**src/rtl/seq_alu.sv**
```systemverilog
// seq_alu -- EX-stage ALU with an iterative unsigned multiply/divide unit.
//
// Combinational ops (AND/OR/ADD/SUB/SLT/NOR/MFHI/MFLO) settle in the same
// cycle on ALU_OUT/Zero. MULTU and DIVU run one bit per cycle for WIDTH
// cycles behind a start/busy/done handshake and write the HI/LO registers.
//
// Ports:
//   clk      rising-edge clock
//   reset    synchronous, active-high reset
//   ALUIN1   operand A (dividend / multiplicand)
//   ALUIN2   operand B (divisor / multiplier)
//   ALUC     operation select
//   start    launches MULTU/DIVU when selected and the unit is idle
//   ALU_OUT  combinational result
//   Zero     high when ALU_OUT == 0
//   HI, LO   product upper/lower half, or remainder/quotient
//   busy     multi-cycle operation in progress
//   done     one-cycle pulse on the edge HI/LO are written
module seq_alu #(
  parameter int WIDTH = 32
) (
  input  logic             clk,
  input  logic             reset,
  input  logic [WIDTH-1:0] ALUIN1,
  input  logic [WIDTH-1:0] ALUIN2,
  input  logic [3:0]       ALUC,
  input  logic             start,
  output logic [WIDTH-1:0] ALU_OUT,
  output logic             Zero,
  output logic [WIDTH-1:0] HI,
  output logic [WIDTH-1:0] LO,
  output logic             busy,
  output logic             done
);

  localparam int CW = $clog2(WIDTH + 1);

  localparam logic [3:0] OP_AND   = 4'b0000;
  localparam logic [3:0] OP_OR    = 4'b0001;
  localparam logic [3:0] OP_ADD   = 4'b0010;
  localparam logic [3:0] OP_SUB   = 4'b0110;
  localparam logic [3:0] OP_SLT   = 4'b0111;
  localparam logic [3:0] OP_SUBB  = 4'b1000;
  localparam logic [3:0] OP_MULTU = 4'b1001;
  localparam logic [3:0] OP_DIVU  = 4'b1010;
  localparam logic [3:0] OP_NOR   = 4'b1100;
  localparam logic [3:0] OP_MFHI  = 4'b1101;
  localparam logic [3:0] OP_MFLO  = 4'b1110;

  typedef enum logic [1:0] {IDLE, MUL, DIV, FIN} state_t;

  state_t             state_reg;
  logic [CW-1:0]      count_reg;
  logic [WIDTH-1:0]   opd_reg;     // multiplicand for MUL, divisor for DIV
  logic [2*WIDTH-1:0] acc_reg;     // {upper, lower} working accumulator
  logic [WIDTH-1:0]   hi_reg;
  logic [WIDTH-1:0]   lo_reg;
  logic               busy_reg;
  logic               done_reg;

  // ---------------- combinational ALU ----------------
  logic [WIDTH-1:0] alu_result;
  logic             slt_bit;

  assign slt_bit = ($signed(ALUIN1) < $signed(ALUIN2));

  always_comb begin
    alu_result = '0;
    case (ALUC)
      OP_AND:          alu_result = ALUIN1 & ALUIN2;
      OP_OR:           alu_result = ALUIN1 | ALUIN2;
      OP_ADD:          alu_result = ALUIN1 + ALUIN2;
      OP_SUB, OP_SUBB: alu_result = ALUIN1 - ALUIN2;
      OP_SLT:          alu_result = {{(WIDTH-1){1'b0}}, slt_bit};
      OP_NOR:          alu_result = ~(ALUIN1 | ALUIN2);
      OP_MFHI:         alu_result = hi_reg;
      OP_MFLO:         alu_result = lo_reg;
      default:         alu_result = '0;
    endcase
  end

  assign ALU_OUT = alu_result;
  assign Zero    = ~|alu_result;

  // ---------------- iterative step logic ----------------
  // Multiply: the multiplier sits in the low half and is consumed LSB first;
  // the partial product grows in the high half and shifts right each step.
  logic [WIDTH:0]     mul_sum;
  logic [2*WIDTH-1:0] mul_next;
  // Divide: the dividend sits in the low half and is shifted out MSB first
  // into the remainder; quotient bits shift in from the right.
  logic [WIDTH:0]     div_shift;
  logic [WIDTH:0]     div_diff;
  logic [2*WIDTH-1:0] div_next;
  logic [2*WIDTH-1:0] step_next;

  always_comb begin
    mul_sum  = {1'b0, acc_reg[2*WIDTH-1:WIDTH]} +
               {1'b0, (acc_reg[0] ? opd_reg : {WIDTH{1'b0}})};
    mul_next = {mul_sum, acc_reg[WIDTH-1:1]};

    div_shift = {acc_reg[2*WIDTH-1:WIDTH], acc_reg[WIDTH-1]};
    div_diff  = div_shift - {1'b0, opd_reg};
    // Remainder stays below the divisor, so a set MSB on the difference
    // means the trial subtraction borrowed and must be discarded.
    if (!div_diff[WIDTH])
      div_next = {div_diff[WIDTH-1:0], acc_reg[WIDTH-2:0], 1'b1};
    else
      div_next = {div_shift[WIDTH-1:0], acc_reg[WIDTH-2:0], 1'b0};

    step_next = (state_reg == MUL) ? mul_next : div_next;
  end

  // ---------------- control FSM ----------------
  always_ff @(posedge clk) begin
    if (reset) begin
      state_reg <= IDLE;
      count_reg <= '0;
      opd_reg   <= '0;
      acc_reg   <= '0;
      hi_reg    <= '0;
      lo_reg    <= '0;
      busy_reg  <= 1'b0;
      done_reg  <= 1'b0;
    end else begin
      case (state_reg)
        IDLE: begin
          if (start && ALUC == OP_MULTU) begin
            state_reg <= MUL;
            busy_reg  <= 1'b1;
            opd_reg   <= ALUIN1;
            acc_reg   <= {{WIDTH{1'b0}}, ALUIN2};
            count_reg <= CW'(WIDTH);
          end else if (start && ALUC == OP_DIVU) begin
            if (ALUIN2 == '0) begin
              // Divide by zero resolves immediately without going busy.
              state_reg <= FIN;
              done_reg  <= 1'b1;
              hi_reg    <= ALUIN1;
              lo_reg    <= '1;
            end else begin
              state_reg <= DIV;
              busy_reg  <= 1'b1;
              opd_reg   <= ALUIN2;
              acc_reg   <= {{WIDTH{1'b0}}, ALUIN1};
              count_reg <= CW'(WIDTH);
            end
          end
        end
        MUL, DIV: begin
          acc_reg   <= step_next;
          count_reg <= count_reg - CW'(1);
          if (count_reg == CW'(1)) begin
            // Final step result goes straight into HI/LO on this edge.
            state_reg <= FIN;
            busy_reg  <= 1'b0;
            done_reg  <= 1'b1;
            hi_reg    <= step_next[2*WIDTH-1:WIDTH];
            lo_reg    <= step_next[WIDTH-1:0];
          end
        end
        FIN: begin
          state_reg <= IDLE;
          done_reg  <= 1'b0;
        end
      endcase
    end
  end

  assign HI   = hi_reg;
  assign LO   = lo_reg;
  assign busy = busy_reg;
  assign done = done_reg;

endmodule

```
**config.mk**
```make
export PLATFORM = sky130hd
export DESIGN_NAME = seq_alu
export DESIGN_NICKNAME = d
export VERILOG_FILES = /design/src/rtl/seq_alu.sv
export SDC_FILE = /design/constraint.sdc
export NUM_CORES = 1
export LEC_CHECK = 0
export CELL_PAD_IN_SITES_DETAIL_PLACEMENT = 0
export CELL_PAD_IN_SITES_GLOBAL_PLACEMENT = 1
export CORE_MARGIN = 3
export CORE_UTILIZATION = 40
export CTS_CLUSTER_DIAMETER = 50
export DETAILED_ROUTE_END_ITERATION = 16
export DONT_BUFFER_PORTS = 1
export PLACE_DENSITY = 0.75
export SLEW_MARGIN = 30
export SYNTH_ARGS = -nofsm -noshare
export SYNTH_HDL_FRONTEND = slang
export SYNTH_SLANG_ARGS = --single-unit
```
**constraint.sdc**
```tcl
create_clock -name clk -period 10.47 [get_ports clk]
set_input_delay 0.5235 -clock clk [delete_from_list [all_inputs] [get_ports clk]]
set_output_delay 0.5235 -clock clk [all_outputs]
set_load 0.01 [all_outputs]
```
After elaboration in Yosys (flattened, before gate mapping)
Cells that the tools add are included.

storage, ports and cells
  register bits after elaboration = 170
  input port bits = 71
  output and inout bits = 99
  word-level logic and storage cells = 95

cells by class
  add/sub/neg operators = 5
  order comparisons = 1
  eq/ne operators = 21
  mux-type cells = 40
  bitwise gates (word level) = 3
  reduce and logical (&&, ||, !) cells = 17

operators by type and width
  operator              count
  $mux W32              12
  $mux W64              5
  $pmux W32 S8          1
  $pmux W32 S2          2
  $pmux W64 S2          1
  $add A32 B32 Y33      1
  $sub A33 B32 Y33      1
  $add A32 B32 Y32      1
  $and A32 B32 Y32      1
  $logic_not A32 Y1     1
  $lt A32 B32 Y1        1
  $not A32 Y32          1
  $or A32 B32 Y32       1
  $reduce_or A32 Y1     1
  $sub A32 B32 Y32      1
  $eq A4 B4 Y1 const B  6
  $mux W6               3
  $pmux W6 S2           1
  $ne A2 B2 Y1 const B  5
  $mux W1               9
  $eq A4 B3 Y1 const B  2
  $reduce_and A4 Y1     2
  $eq A6 B1 Y1 const B  1
  $mux W2               3
  18 further kinds      24

Longest topological paths before layout
  depth in word-level cells = 5
  mapped depth = 17
  mapped depth without buffers = 15

Least setup slack after synthesis
OpenSTA, ideal clock, no wires.

  kind = input-to-output
  start = input ALUIN1[8]
  end = output Zero
  arrival time = 3.630 ns
  data required time = 9.946 ns
  slack = 6.317 ns
  stages = 13
  buffers on the path = 1
  cell sequence = inv_1 -> ha_1 -> buf_6 -> or3_1 -> a211o_1 -> o211a_1 -> o41a_1 -> o31a_1 -> a221oi_2 -> o211ai_1 -> nor4_1 -> nand4b_1 -> nor4b_2

between the ends
  elaborated cells between the ends (all ways) = 9
  those cells by class = 2 x add/sub; 1 x order compare; 1 x mux; 3 x bitwise; 2 x reduce/logical

RTL lines
  item                                                         line    text
  start, declared                                              24      input logic [WIDTH-1:0] ALUIN1,
  $sub A32 B32 Y32 / $add A32 B32 Y32 (equally long branches)  73, 72
  $pmux W32 S8 *                                               69      case (ALUC)
  named net ALU_OUT[23]                                        28      output logic [WIDTH-1:0] ALU_OUT,
  $reduce_or A32 Y1 *                                          83      assign Zero = ~|alu_result;
  $logic_not A1 Y1 *                                           83
  end, declared                                                29      output logic Zero,

The timed path passes the listed nets; every way through them passes the cells marked *.

Final worst setup path
  start = input ALUIN1[0]
  end = output Zero

Same word-level chain as after synthesis.

==> metrics.log <==
[metrics] overall power after layout: 4000 uW
[metrics] placer's final routability congestion estimate: 0.952
[metrics] floorplan die width: 216 um
[metrics] floorplan die area: 46700 um2
[metrics] CTS root buf: clkbuf_16
[metrics] RSZ-0062 raised after global routing: false
[metrics] latest clock arrival within the worst-skew pair: 0.45 ns
[metrics] via count of the first global-routing pass: 17249
[metrics] fmax: 0.202 GHz
[metrics] number of cell rows: 76
[metrics] sequence of cells on the critical path: inv_1, ha_1, fa_1, nor2_1, o311ai_1, nand2_1, and3_1, o31ai_1, o32ai_1, or2_2, nor4b_2, nand4b_1, nor4b_2
[metrics] min-delay src: reset
[metrics] total via count after detailed routing: 18742
[metrics] input/output buffers: 0
[metrics] largest net degree at the start of global routing: 149
[metrics] Util after Layout: 43.2%
[metrics] Max-cap violations: 0
[metrics] first-pass GRT wire length: 110000 um
[metrics] total of warnings raised by yosys: 0
[metrics] shortest period the worst path allows: 4.94 ns
[metrics] detailed route wirelength on metal2: 32200 um
[metrics] total nets after synthesis: 2720
[metrics] worst hold-check slack: 0.167 ns
[metrics] number of H-tree levels: 4
[metrics] sum of met3 wire segment lengths after detailed routing: 6950 um
[metrics] fraction of the yosys area taken by sequential cells: 19.3%
[metrics] top cells by count, synth: nor2_1 (280), nand2_1 (271), a21oi_1 (220)
[metrics] most numerous cell in the Yosys netlist: nor2_1
[metrics] P_sw: 1950 uW
[metrics] delay contributed by the slowest stage of the critical path: 0.54 ns
[metrics] max reg flops: 64
[metrics] number of flops mapped to enable cells by yosys: 0
[metrics] post-CTS setup-driven buffer insertion count: 0
[metrics] detailed placement HPWL: 57000 um
[metrics] worst hold path type: input pin to flip-flop
[metrics] 1st-iter DRT viols: 2137
[metrics] Setup violations, final: 0
[metrics] layout cell share with drive strength beyond 1: 4.47%
[metrics] maximum clock insertion buffer count: 2
[metrics] buffer and inverter count on the worst path: 1
[metrics] core box area: 43400 um2
[metrics] fraction of power spent switching nets: 48.8%
[metrics] clock network power share: 17.8%
[metrics] synthesis-to-finish area growth: 6.03%
[metrics] Detail Route Antenna Nets: 0
[metrics] maximum fanout count along the critical path: 4
[metrics] Pint: 2050 uW
[metrics] Comb power frac: 54.7%
[metrics] relative max-transition margin: 42.6%
[metrics] hold buffer count at CTS: 0
[metrics] worst endpoint required time: 9.95 ns
[metrics] worst r2r src: acc_reg[31]
[metrics] run status: finished clean
[metrics] post-cts repair resize count: 0
[metrics] Wirelength per Cell: 25.3 um
[metrics] portion of synthesized cell area occupied by the leading cell type: 19.3%
[metrics] antenna violations before repair: 1
[metrics] synth unique cells: 83
[metrics] starting utilization of the core area: 40.7%
[metrics] Pwr per Cell Area: 213 nW/um2
[metrics] number of clock buffers inserted by TritonCTS: 17
[metrics] setup tns final: 0 ns
[metrics] Clock Pin Slew Worst Setup and Hold Paths: 0.07 ns
[metrics] Avg Vias per Cell: 6.34
[metrics] number of search-and-repair iterations in the first detailed-routing pass: 6
[metrics] number of top-level pins: 170
[metrics] transition time of the tightest slew-check pin: 0.861 ns
[metrics] Synth area leader: dfxtp_1
[metrics] global-route congestion overflow total: 0
[metrics] timing startpoint of the critical path: ALUIN1[0]
[metrics] syn avg cell area: 7.13 um2
[metrics] cell with the largest stage delay on the worst path: o311ai_1
[metrics] combined area of all synthesized cells: 17700 um2
[metrics] placed standard-cell area: 18100 um2
[metrics] most frequent cell on the critical path: nor4b_2
[metrics] area of all placed cells without fillers: 18700 um2
[metrics] DRC Markers: 0
[metrics] category of the most critical setup path: input pin to output pin
[metrics] final slew viol count: 0
[metrics] number of synthesized register bits: 170
[metrics] TritonCTS clock tree: yes
[metrics] Routed Wire Length: 74800 um
[metrics] clock tree skew after final layout: 0.0126 ns
[metrics] Max IR drop VDD: 0.168 mV
[metrics] Overall Global Routing Usage: 30.4%
[metrics] Chip Height: 216 um
[metrics] leakage dissipation: 0.00725 uW
[metrics] Mapped Cells: 2477
[metrics] Async SR Flop Fraction: 0%
[metrics] top routing layer used: met4
[metrics] fraction of the cycle the final worst path needs: 47.2%
[metrics] sequential fraction of design power: 27.5%
[metrics] final-report hold violation count: 0
[metrics] capturing element type of the critical path: output pin
[metrics] Sink Count: 170
[metrics] met1 layer wirelength in the final routing: 33600 um
[metrics] main flop type after synthesis: dfxtp_1
[metrics] CP arrival: 4.42 ns
[metrics] Net count, final: 2604
[metrics] biggest area contributors in the synthesized netlist: dfxtp_1 (19%), ha_1 (12%), a21oi_1 (6.2%)
[metrics] cell type group with the largest total delay on the critical path: simple AND/OR/NAND/NOR gates
[metrics] type of element launching the critical path: input pin
cell families (layout without fill, tap and decap cells):
logic type,count (synthesis),count (layout),share of synthesized area (%)
compound gates,791,791,30.6
xor+xnor,65,65,3.22
fa+ha+maj,172,172,12.4
buf+inv,322,217,7.08
flops,170,170,19.3
mux,82,82,4.68
other cells,0,1,0
simple gates,875,875,22.8
metal layers:
metal,vias to the layer above,track usage (%)
met5,-,0
met4,0,8.84
met3,76,6.91
met2,840,46.1
met1,9046,43.1
li1,8780,-
cell type report:
type / instances / area [um2]
multi-input combinational: 1985 / 13100
sequential: 170 / 3400
inverter: 161 / 604
timing repair buffer: 26 / 215
fill: 4612 / 24600
tap: 585 / 732
clock inverter: 6 / 135
clock buffer: 24 / 502
antenna: 1 / 2.50
power groups by stage:
stage,clock network [uW],registers [uW],logic (uW)
floorplan,0,967,1620
global placement,0,1100,2120
detailed placement,0,1100,2130
CTS,715,1090,2140
global route,737,1110,2380
finish,711,1100,2190
final timing paths:
kind	endpoint	slack, ns	depth (start not counted)
worst max-delay path	Zero	5.53	13
worst min-delay path	count_reg[5]	0.17	1
worst max register to register	HI[5]	5.74	16
worst min register to register	acc_reg[3]	0.48	2
per-stage QoR:
step,std cells,worst slack [ns]
2_1_floorplan,2477,6.32
3_3_place_gp,2926,5.56
3_5_place_dp,2926,5.50
4_1_cts,2956,5.49
5_1_grt,2958,5.29
6_report,2958,5.53
cell usage in the layout (no fill, tap or decap), types with 31 or more instances in the layout:
master and count:
nor3_1 86, nand3_1 37, mux2i_1 77, nor2_1 277, nand2_1 271, and2_1 39
a21oi_1 219, a211oi_1 43, a311oi_1 36, dfxtp_1 169, xnor2_1 40, o21ai_0 103
o211ai_1 75, nor4_1 31, a21o_1 37, ha_1 166, inv_1 160
worst reg2reg max path: stages (launching register included):
cell and delay, ns:
dfxtp_1 0.49, inv_1 0.13, ha_1 0.24, inv_1 0.08, fa_1 0.23, a211oi_1 0.09
o21a_1 0.25, a211oi_1 0.34, o211a_1 0.28, o211ai_1 0.22, o21a_1 0.29, o311ai_4 0.27
buf_4 0.51, mux2i_1 0.19, o21ai_1 0.53, mux2i_1 0.19, a211oi_1 0.31
Power figures use the tool's default switching activity.
